## src/rtl/main_fsm.sv

```systemverilog
// main_fsm: multi-cycle control sequencer for the RV32I core.
// Walks each instruction through fetch/decode/execute/memory/writeback
// and drives the datapath mux selects, write enables and ALUOp.
module main_fsm (
    input  logic       clk,
    input  logic       reset,
    input  logic [6:0] op,
    input  logic       Zero,
    output logic [1:0] ALUOp,
    output logic [1:0] ALUSrcA,
    output logic [1:0] ALUSrcB,
    output logic [1:0] ResultSrc,
    output logic       AdrSrc,
    output logic       IRWrite,
    output logic       RegWrite,
    output logic       MemWrite,
    output logic       PCWrite,
    output logic [3:0] state
);

    typedef enum logic [3:0] {
        FETCH    = 4'd0,
        DECODE   = 4'd1,
        MEMADR   = 4'd2,
        MEMREAD  = 4'd3,
        MEMWB    = 4'd4,
        MEMWRITE = 4'd5,
        EXECUTER = 4'd6,
        ALUWB    = 4'd7,
        EXECUTEI = 4'd8,
        JAL      = 4'd9,
        BEQ      = 4'd10
    } state_t;

    // Opcodes recognised in DECODE / MEMADR
    localparam logic [6:0] OP_LW    = 7'b0000011;
    localparam logic [6:0] OP_SW    = 7'b0100011;
    localparam logic [6:0] OP_RTYPE = 7'b0110011;
    localparam logic [6:0] OP_ITYPE = 7'b0010011;
    localparam logic [6:0] OP_JAL   = 7'b1101111;
    localparam logic [6:0] OP_BEQ   = 7'b1100011;

    // Per-state control word; PCUpdate and Branch only feed PCWrite
    typedef struct packed {
        logic [1:0] aluop;
        logic [1:0] srca;
        logic [1:0] srcb;
        logic [1:0] rsrc;
        logic       adrsrc;
        logic       irwrite;
        logic       regwrite;
        logic       memwrite;
        logic       pcupdate;
        logic       branch;
    } ctl_t;

    state_t state_q;
    ctl_t   ctl_q;

    // Next-state function of the current state and opcode
    function automatic state_t next_state(input state_t s, input logic [6:0] opc);
        state_t n;
        n = FETCH;
        case (s)
            FETCH:    n = DECODE;
            DECODE: begin
                case (opc)
                    OP_LW, OP_SW: n = MEMADR;
                    OP_RTYPE:     n = EXECUTER;
                    OP_ITYPE:     n = EXECUTEI;
                    OP_JAL:       n = JAL;
                    OP_BEQ:       n = BEQ;
                    default:      n = FETCH;
                endcase
            end
            MEMADR:   n = (opc == OP_LW) ? MEMREAD : MEMWRITE;
            MEMREAD:  n = MEMWB;
            MEMWB:    n = FETCH;
            MEMWRITE: n = FETCH;
            EXECUTER: n = ALUWB;
            EXECUTEI: n = ALUWB;
            JAL:      n = ALUWB;
            ALUWB:    n = FETCH;
            BEQ:      n = FETCH;
            default:  n = FETCH;
        endcase
        return n;
    endfunction

    // Moore output decode; unlisted outputs and unused codes give all zeros
    function automatic ctl_t decode_ctl(input state_t s);
        ctl_t c;
        c = '0;
        case (s)
            FETCH: begin
                c.irwrite  = 1'b1;
                c.srcb     = 2'b10;
                c.rsrc     = 2'b10;
                c.pcupdate = 1'b1;
            end
            DECODE: begin
                c.srca = 2'b01;
                c.srcb = 2'b01;
            end
            MEMADR: begin
                c.srca = 2'b10;
                c.srcb = 2'b01;
            end
            MEMREAD: begin
                c.adrsrc = 1'b1;
            end
            MEMWB: begin
                c.rsrc     = 2'b01;
                c.regwrite = 1'b1;
            end
            MEMWRITE: begin
                c.adrsrc   = 1'b1;
                c.memwrite = 1'b1;
            end
            EXECUTER: begin
                c.srca  = 2'b10;
                c.aluop = 2'b10;
            end
            EXECUTEI: begin
                c.srca  = 2'b10;
                c.srcb  = 2'b01;
                c.aluop = 2'b10;
            end
            ALUWB: begin
                c.regwrite = 1'b1;
            end
            BEQ: begin
                c.srca   = 2'b10;
                c.aluop  = 2'b01;
                c.branch = 1'b1;
            end
            JAL: begin
                c.srca     = 2'b01;
                c.srcb     = 2'b10;
                c.pcupdate = 1'b1;
            end
            default: c = '0;
        endcase
        return c;
    endfunction

    // State register with outputs registered alongside it: the control
    // word is decoded from the next state so it always matches state_q.
    always_ff @(posedge clk or posedge reset) begin
        if (reset) begin
            state_q <= FETCH;
            ctl_q   <= decode_ctl(FETCH);
        end else begin
            state_q <= next_state(state_q, op);
            ctl_q   <= decode_ctl(next_state(state_q, op));
        end
    end

    // Drive ports from the registered control word
    always_comb begin
        ALUOp     = ctl_q.aluop;
        ALUSrcA   = ctl_q.srca;
        ALUSrcB   = ctl_q.srcb;
        ResultSrc = ctl_q.rsrc;
        AdrSrc    = ctl_q.adrsrc;
        IRWrite   = ctl_q.irwrite;
        RegWrite  = ctl_q.regwrite;
        MemWrite  = ctl_q.memwrite;
        PCWrite   = ctl_q.pcupdate | (ctl_q.branch & Zero);
        state     = state_q;
    end

endmodule

```

## config.mk

```make
export PLATFORM = sky130hd
export DESIGN_NAME = main_fsm
export DESIGN_NICKNAME = d
export VERILOG_FILES = /design/src/rtl/main_fsm.sv
export SDC_FILE = /design/constraint.sdc
export NUM_CORES = 1
export LEC_CHECK = 0
export ABC_AREA = 1
export CORE_MARGIN = 3
export CORE_UTILIZATION = 40
export CTS_CLUSTER_SIZE = 16
export DETAILED_ROUTE_END_ITERATION = 6
export GPL_TIMING_DRIVEN = 0
export HOLD_SLACK_MARGIN = 0.12
export PLACE_DENSITY = 0.69
export SLEW_MARGIN = 0
export SYNTH_ARGS = -nofsm -noshare
export SYNTH_HDL_FRONTEND = slang
export SYNTH_SLANG_ARGS = --single-unit
```

## constraint.sdc

```tcl
create_clock -name clk -period 3.7 [get_ports clk]
set_input_delay 0.74 -clock clk [delete_from_list [all_inputs] [get_ports clk]]
set_output_delay 0.74 -clock clk [all_outputs]
set_load 0.02 [all_outputs]
```

After elaboration in Yosys (flattened, before gate mapping):

Cells that the tools add are included.

* word-level logic and storage cells: 59
* bits in registers: 18

* equality and inequality tests: 22
* reductions and logical operators: 11
* multiplexer cells: 13
* bitwise operators: 2

Operators by type and width (number)
* case mux 4 bit (5 select lines): 2
* == test 4 x 3 -> 1 bit (second input constant): 5
* == test 4 bit (second input constant): 5
* == test 4 x 2 -> 1 bit (second input constant): 4
* case mux 2 bit (2 select lines): 4
* == test 7 x 6 -> 1 bit (second input constant): 2
* == test 7 bit (second input constant): 2
* OR reduction 2 bit: 6
* == test 4 x 1 -> 1 bit (second input constant): 2
* zero test 4 bit: 2
* == test 7 x 2 -> 1 bit (second input constant): 1
* == test 7 x 5 -> 1 bit (second input constant): 1
* 2-to-1 mux 1 bit: 6
* OR reduction 3 bit: 2
* OR reduction 4 bit: 1
* 2-to-1 mux 3 bit: 1
* bitwise AND 1 bit: 1
* OR 1 bit: 1

Longest topological paths before layout:

Gate-level depths: netlist (run 1).

* depth after elaboration: 7
* mapped depth: 10

Least setup slack after synthesis (run 1):

Ideal clock, no wire load.

* path kind: input to output
* start point: in Zero
* end point: out PCWrite
* data arrival time: 0.942 ns
* slack: 2.018 ns
* required time: 2.960 ns
* stages on the path: 1
* path through: a21o_1

* longest elaborated chain between the ends: 2

Ends and longest elaborated chain
* start, declared: RTL line 8 `input logic Zero,`
* bitwise AND 1 bit: RTL line 169 `PCWrite = ctl_q.pcupdate | (ctl_q.branch & Zero);`
* OR 1 bit: RTL line 169
* end, declared: RTL line 17 `output logic PCWrite,`

Every way passes these cells.

Worst setup path in the final report (run 1):

Same ends and word-level chain as after synthesis.

==> results.yml, run 1 <==
run_status:
  outcome: "complete, no violations"
pwr:
  powerDensity_nw_per_um2: 679
  switching_share: 0.406
  peakVddDrop_mv: 0.364
  pwr-share-clk: 0.117
  leakage_nw: 0.651
  pwr-share-seq: 0.336
  power_frac_comb: 0.547
  p_int_w: 0.000502
  power_w: 0.000845
  p_sw_w: 0.000343
grt:
  grt_usage: 0.136
  grt_max_degree: 18
  grt-ovfl-total: 0
  grt_pass1_vias: 670
  grt_pass1_wl_mm: 2.79
  antenna_found_initial: 0
sta:
  period_minus_slack_ns: 2.63
  setup_viol: 0
  finalHoldViolCount: 0
  tightest_slew_ns: 0.607
  finClkSkew_ns: 0.00132
  rsz0062_at_grt: "false"
  relSlewSlack: 0.595
  slew_viol_final: 0
  fmax_ghz: 0.380
  fin_hold_ws_ns: 0.598
  finalWorstSetupSlack_ns: 1.07
  tns_ns: 0
  fin_crit_sh: 0.711
placed_design:
  portBuffers: 26
  gp_congestion: 0.799
  dp_hpwl_mm: 1.41
  dp_cells: 164
  place_ws_ns: 1.07
clock_tree:
  path_clk_slew_ns: 0.09
  clockBufferDepth: 2
  postCtsHoldBufs: 0
  cts_buffers: 3
  cts_sinks: 17
  clkLatencyLatePin_ns: 0.29
  cts_htree_levels: 1
  post_cts_buffers: 0
  cts_tree: "built"
  post_cts_resized: 0
  cts_root_buf: "clkbuf_4"
final_layout:
  multi_input_area_um2: 370
  area_delta_synth_final_pct: 34.8
  layout.nets: 152
  nFillCells: 185
  regArea_um2: 429
  final_cells: 168
  drive_gt1_frac: 0.255
  diodes: 0
worst_setup_path:
  crit_path_max_fanout: 1
  r2r_setup_slack_ns: 2.26
  r2r_cells: 9
  timing.rr.start: "state[0]$_DFF_PP0_"
  cp.required_ns: 2.96
  endpoint_kind: "output pin"
  worst_ep_arrival_time_ns: 1.89
  criticalPathCategory: "primary input to output pin"
  r2r-end: "ALUSrcA[1]$_DFF_PP0_"
  cp-start-kind: "primary input"
routing:
  ant_nets: 0
  drtIter0Drc: 18
  drc: 0
  wl_per_cell_um: 10.1
  drt_first_pass_iters: 4
  routed-via-count: 749
  wirelength_mm: 1.70
  avgViaCountPerCell: 4.46
hold_path:
  whs_endpoint: "AdrSrc$_DFF_PP0_"
  hold_path.startpoint: "state[2]$_DFF_PP0_"
  hold_path_class: "flip-flop to flip-flop"
  whs_path_depth: 1
synth:
  syn-cell-area_um2: 923
  synth.distinct_cells: 21
  ys_seq_elements: 17
  ys_warn_count: 0
  synth_top_area_frac: 0.379
  syn-num-nets: 121
  avgSynthCellArea_um2: 8.32
  netlist_top_cells_area: "dfrtp_1 38%, nand2_1 8.9%, dfstp_2 8.5%, buf_4 6.5%, nor2_1 6.1%"
  yosys.area.top_type: "dfrtp_1"
  syn-instance-count: 111
  ys_seq_area_frac: 0.465
floorplanning:
  start_util: 0.448
  io_pins: 27
  core_um2: 2060
  die-area_um2: 2920
  rows: 16
  die_w_um: 54.0
  die_h_um: 54.0
run:
  drv_cap: 0
cells in the mapped netlist:
library cell,count
buf_4,8
a21o_1,1
o21ai_1,3
nand2_1,22
nor3_2,1
nor3b_1,1
nand2_4,1
dfrtp_1,14
o211ai_1,1
nand2_2,3
a21oi_1,2
inv_2,3
inv_1,14
nand3b_4,1
nand3_2,2
nor2_2,6
nor2_1,15
nand3_1,5
o21ai_2,4
dfstp_2,3
nand4_1,1
per-layer routing:
metal / GRT usage / part of all wire / vias up
li1: - / - / 394
met2: 0.232 / 0.46 / 23
met4: 0.0996 / 0.033 / 0
met5: 0 / 0 / -
met3: 0.0166 / 0.055 / 5
met1: 0.156 / 0.45 / 327
critical path, stage by stage:
cell and delay (ns):
clkdlybuf4s50_1 0.46, a21o_1 0.10, clkdlybuf4s50_1 0.60
cells by family (layout without fill, tap and decap cells):
kind of cell	count (synthesis)	in the layout	share of synthesized area
AND/OR/NAND/NOR	58	58	0.320
buffers and inverters	25	55	0.134
flip-flops	17	17	0.465
AO/OA/AOI/OAI	11	11	0.0813
per-stage QoR:
stage,cell area (um2),utilization
3_3_place_gp,1220,0.590
2_1_floorplan,923,-
4_1_cts,1240,0.604
3_5_place_dp,1220,0.590
6_report,1240,0.604
5_1_grt,1240,0.604
cell usage in the layout, fill, tap and decap left out, types with 2 or more instances in the layout:
cell type,count
dfrtp_1,14
nand3_2,2
dfstp_2,3
clkbuf_4,3
nand2_2,3
nand3_1,5
buf_4,8
a21oi_1,2
o21ai_1,3
nor2_1,15
o21ai_2,4
nand2_1,22
inv_1,14
clkdlybuf4s50_1,26
inv_2,3
nor2_2,6
state kept, by name (all words and copies together) (netlist names), 2 cells and up:
register  count
ALUOp         2
ALUSrcA       2
ALUSrcB       2
ctl_q         2
state         4
power by group through the flow:
stage	Sequential (W)	Combinational, W	Clock, W
2_1_floorplan	0.000319	0.000271	0
3_3_place_gp	0.000287	0.000465	0
3_5_place_dp	0.000288	0.000466	0
4_1_cts	0.000284	0.000468	0.000103
5_1_grt	0.000291	0.000503	0.000114
6_report	0.000284	0.000463	0.0000990
final cells by class:
class / count / share of cell area
clock inverters: 1 / 0.00402
inverters: 17 / 0.0513
well taps: 27 / 0.0271
flip-flops and latches: 17 / 0.345
clock buffers: 3 / 0.0181
plain buffers: 8 / 0.0482
repair buffers: 26 / 0.209
multi-input cells: 69 / 0.297
worst max-delay path by stage:
stage,slack [ns],from,end,cells after the start
global route,1.02,Zero,PCWrite,3
floorplan,2.02,Zero,PCWrite,1
global placement,1.07,Zero,PCWrite,3
CTS,1.06,Zero,PCWrite,3
finish,1.07,Zero,PCWrite,3
detailed placement,1.07,Zero,PCWrite,3
Power figures use the tool's default switching activity.
==> run 2, diff against run 1 <==
--- a/config.mk
+++ b/config.mk
@@ -12,7 +12,7 @@
 export DETAILED_ROUTE_END_ITERATION = 6
 export GPL_TIMING_DRIVEN = 0
 export HOLD_SLACK_MARGIN = 0.12
-export PLACE_DENSITY = 0.69
+export PLACE_DENSITY = 0.72
 export SLEW_MARGIN = 0
 export SYNTH_ARGS = -nofsm -noshare
 export SYNTH_HDL_FRONTEND = slang
==> constraint.sdc (replaced) <==
create_clock -name clk -period 2.2 [get_ports clk]
set_input_delay 0.44 -clock clk [delete_from_list [all_inputs] [get_ports clk]]
set_output_delay 0.44 -clock clk [all_outputs]
set_load 0.02 [all_outputs]
==> results.yml, run 2 (same netlist as run 1, synthesis figures left out) <==
routing:
  routed-via-count: 762
  avgViaCountPerCell: 4.54
  drtIter0Drc: 21
  drc: 0
  wl_per_cell_um: 9.88
  drt_first_pass_iters: 6
  wirelength_mm: 1.66
  ant_nets: 0
floorplanning:
  die-area_um2: 2920
  core_um2: 2060
  rows: 16
  start_util: 0.448
  io_pins: 27
  die_w_um: 54.0
  die_h_um: 54.0
grt:
  grt_pass1_vias: 697
  antenna_found_initial: 0
  grt_usage: 0.131
  grt-ovfl-total: 0
  grt_max_degree: 18
  grt_pass1_wl_mm: 2.77
pwr:
  power_frac_comb: 0.551
  power_w: 0.00142
  pwr-share-seq: 0.337
  peakVddDrop_mv: 0.528
  switching_share: 0.403
  leakage_nw: 0.648
  pwr-share-clk: 0.112
  powerDensity_nw_per_um2: 1140
  p_int_w: 0.000847
  p_sw_w: 0.000571
worst_setup_path:
  crit_path_max_fanout: 1
  cp.required_ns: 1.76
  criticalPathCategory: "primary input to output pin"
  cp-start-kind: "primary input"
  worst_ep_arrival_time_ns: 1.60
  r2r_setup_slack_ns: 0.76
  endpoint_kind: "output pin"
clock_tree:
  post_cts_buffers: 0
  cts_tree: "built"
  path_clk_slew_ns: 0.09
  cts_sinks: 17
  post_cts_resized: 0
  clkLatencyLatePin_ns: 0.28
  postCtsHoldBufs: 0
  cts_htree_levels: 1
  cts_buffers: 3
  cts_root_buf: "clkbuf_4"
  clockBufferDepth: 2
placed_design:
  portBuffers: 26
  dp_hpwl_mm: 1.41
  gp_congestion: 0.808
sta:
  slew_viol_final: 0
  tightest_slew_ns: 0.627
  tns_ns: 0
  finalHoldViolCount: 0
  setup_viol: 0
  finClkSkew_ns: 0.00266
  relSlewSlack: 0.581
  period_minus_slack_ns: 2.04
  fmax_ghz: 0.490
  rsz0062_at_grt: "false"
  fin_crit_sh: 0.927
run:
  drv_cap: 0
final_layout:
  final_common_cell: "clkdlybuf4s50_1"
  final_cell_mix: "26 x clkdlybuf4s50_1, 22 x nand2_1, 15 x nor2_1"
  largest_reg_flops: 4
  drive_gt1_frac: 0.248
  nFillCells: 186
  layout.nets: 152
  diodes: 0
  area_delta_synth_final_pct: 34.7
hold_path:
  hold_path_class: "primary input to async pin"
run_status:
  outcome: "complete, no violations"
run 2: final timing paths:
check                                   startpoint                   end  depth (start not counted)
max in group asynchronous                    reset    state[1]$_DFF_PP0_                          2
worst max register to register  state[0]$_DFF_PP0_  ALUSrcA[1]$_DFF_PP0_                          9
min in group clk                state[2]$_DFF_PP0_      AdrSrc$_DFF_PP0_                          1
worst max-delay path                          Zero               PCWrite                          3
worst min register to register  state[2]$_DFF_PP0_      AdrSrc$_DFF_PP0_                          1
worst min-delay path                         reset    ctl_q[0]$_DFF_PP0_                          2
run 2: power by group through the flow:
stage / clock network [W] / logic (W) / registers (W)
global placement: 0 / 0.000777 / 0.000482
floorplan: 0 / 0.000455 / 0.000536
CTS: 0.000164 / 0.000788 / 0.000478
detailed placement: 0 / 0.000783 / 0.000485
finish: 0.000159 / 0.000781 / 0.000477
global route: 0.000183 / 0.000853 / 0.000491
run 2: worst max-delay path, stage by stage:
cell and delay, ns:
clkdlybuf4s50_1 0.46, a21o_1 0.11, clkdlybuf4s50_1 0.60
run 2: metal layers:
metal / track usage / wire length (um) / up-vias
met5: 0 / 0 / -
met4: 0.0622 / 29 / 0
met3: 0.0194 / 106 / 4
met2: 0.238 / 796 / 24
met1: 0.149 / 727 / 338
li1: - / - / 396
run 2: through the flow:
step / setup WS [ns] / cell area (um2) / hold WS (ns) / cells / util
2_1_floorplan: 0.816 / 923 / 0.364 / 111 / -
3_3_place_gp: 0.169 / 1220 / 0.576 / 164 / 0.590
3_5_place_dp: 0.172 / 1220 / 0.575 / 164 / 0.590
4_1_cts: 0.162 / 1240 / 0.546 / 168 / 0.603
5_1_grt: 0.128 / 1240 / 0.578 / 168 / 0.603
6_report: 0.160 / 1240 / 0.532 / 168 / 0.603
run 2: layout make-up:
type	instances	area [um2]	share of cell area
flip-flops and latches	17	429	0.345
multi-input cells	69	370	0.298
repair buffers	26	260	0.209
inverters	17	63.8	0.0513
plain buffers	8	60.1	0.0483
well taps	27	33.8	0.0272
clock buffers	4	26.3	0.0211
==> run 3, diff against run 2 <==
--- a/config.mk
+++ b/config.mk
@@ -7,12 +7,14 @@
 export LEC_CHECK = 0
 export ABC_AREA = 1
 export CORE_MARGIN = 3
-export CORE_UTILIZATION = 40
+export CORE_UTILIZATION = 41
 export CTS_CLUSTER_SIZE = 16
 export DETAILED_ROUTE_END_ITERATION = 6
+export GPL_ROUTABILITY_DRIVEN = 0
 export GPL_TIMING_DRIVEN = 0
 export HOLD_SLACK_MARGIN = 0.12
-export PLACE_DENSITY = 0.72
+export PLACE_DENSITY = 0.74
+export REMOVE_ABC_BUFFERS = 1
 export SLEW_MARGIN = 0
 export SYNTH_ARGS = -nofsm -noshare
 export SYNTH_HDL_FRONTEND = slang
==> results.yml, run 3 (same netlist as run 1, synthesis figures left out) <==
run_status:
  outcome: "complete, no violations"
worst_setup_path:
  worst_ep_arrival_time_ns: 1.59
  crit_path_max_fanout: 1
  cp-start-kind: "primary input"
  cp_common_cell: "clkdlybuf4s50_1"
  r2r_cells: 9
  timing.rr.start: "state[0]$_DFF_PP0_"
  cp.required_ns: 1.76
  endpoint_kind: "output pin"
  r2r_setup_slack_ns: 0.76
  critPathMaxStageDelay_ns: 0.59
  r2r-end: "ALUSrcA[1]$_DFF_PP0_"
  crit_chain: "clkdlybuf4s50_1 > a21o_1 > clkdlybuf4s50_1"
  crit_family: "buffers and inverters"
  path_buf_inv: 2
  criticalPathCategory: "primary input to output pin"
  slowest_stage: "clkdlybuf4s50_1"
placed_design:
  place_ws_ns: 0.177
  portBuffers: 26
  dp_cells: 156
  dp_hpwl_mm: 1.39
pwr:
  power_frac_comb: 0.528
  pwr-share-clk: 0.119
  pwr-share-seq: 0.352
  powerDensity_nw_per_um2: 1150
  switching_share: 0.412
  p_sw_w: 0.000559
  p_int_w: 0.000800
  peakVddDrop_mv: 0.478
  leakage_nw: 0.607
clock_tree:
  cts_sinks: 17
  post_cts_buffers: 0
  clkLatencyLatePin_ns: 0.29
  cts_root_buf: "clkbuf_4"
  postCtsHoldBufs: 0
  post_cts_resized: 0
  clockBufferDepth: 2
  cts_tree: "built"
  path_clk_slew_ns: 0.09
  cts_htree_levels: 1
  cts_buffers: 3
final_layout:
  drive_gt1_frac: 0.203
  area_delta_synth_final_pct: 28.2
  largest_reg_flops: 4
  final_cell_mix: "26 x clkdlybuf4s50_1, 22 x nand2_1, 15 x nor2_1"
  layout.nets: 144
  final_cells: 160
  diodes: 0
  final_common_cell: "clkdlybuf4s50_1"
grt:
  grt.met1_usage: 0.157
  grt_usage: 0.129
  grt_pass1_vias: 630
  grt-ovfl-total: 0
  antenna_found_initial: 0
  grtUsageMet2: 0.208
  grt_max_degree: 18
  grt_pass1_wl_mm: 2.59
  grt_most_used_layer: "met2"
  grt_use_met3: 0.0254
routing:
  drtIter0Drc: 7
  routed-via-count: 724
  drt_first_pass_iters: 4
  ant_nets: 0
  wirelength_mm: 1.65
  drc: 0
  wl_per_cell_um: 10.3
  avgViaCountPerCell: 4.53
floorplanning:
  core_um2: 2040
  io_pins: 27
  rows: 16
  start_util: 0.452
  die-area_um2: 2860
  die_w_um: 53.5
  die_h_um: 53.5
hold_path:
  hold_path_class: "primary input to async pin"
sta:
  fmax_ghz: 0.494
  period_minus_slack_ns: 2.03
  rsz0062_at_grt: "false"
  finClkSkew_ns: 0.00394
  fin_crit_sh: 0.920
  slew_viol_final: 0
  finalWorstSetupSlack_ns: 0.175
  tightest_slew_ns: 0.614
  tns_ns: 0
  relSlewSlack: 0.590
  finalHoldViolCount: 0
  setup_viol: 0
  fin_hold_ws_ns: 0.521
run:
  drv_cap: 0
-- run 3: final cells by class --
class                           count  area, um2
Clock buffer                        4       26.3
Fill cell                         208        858
Inverter                           17       63.8
Multi-Input combinational cell     69        370
Sequential cell                    17        429
Tap cell                           27       33.8
Timing Repair Buffer               26        260
-- run 3: how the worst max path moves through the flow --
stage                             startpoint                    to  slack [ns]  cells after the start
after CTS                               Zero               PCWrite        0.17                      3
after floorplan           state[0]$_DFF_PP0_  ALUSrcA[1]$_DFF_PP0_        0.82                      9
after global routing                    Zero               PCWrite        0.14                      3
after detailed placement                Zero               PCWrite        0.18                      3
after global placement                  Zero               PCWrite        0.17                      3
final                                   Zero               PCWrite        0.17                      3
-- run 3: metal layers --
metal / vias up / wire length (um)
met4: 0 / 26
met5: - / 0
met1: 318 / 741
li1: 381 / -
met3: 2 / 109
met2: 23 / 772
-- run 3: power groups by stage --
stage               combinational, W  clock (W)  sequential [W]
floorplan                   0.000339          0        0.000595
global placement            0.000720          0        0.000481
detailed placement          0.000723          0        0.000487
CTS                         0.000725   0.000169        0.000480
global route                0.000789   0.000185        0.000491
finish                      0.000718   0.000162        0.000478
-- run 3: stage by stage --
stage | utilization | cell area (um2) | total power (W)
2_1_floorplan | - | 863 | 0.000934
3_3_place_gp | 0.567 | 1160 | 0.00120
3_5_place_dp | 0.567 | 1160 | 0.00121
4_1_cts | 0.580 | 1180 | 0.00137
5_1_grt | 0.580 | 1180 | 0.00147
6_report | 0.580 | 1180 | 0.00136
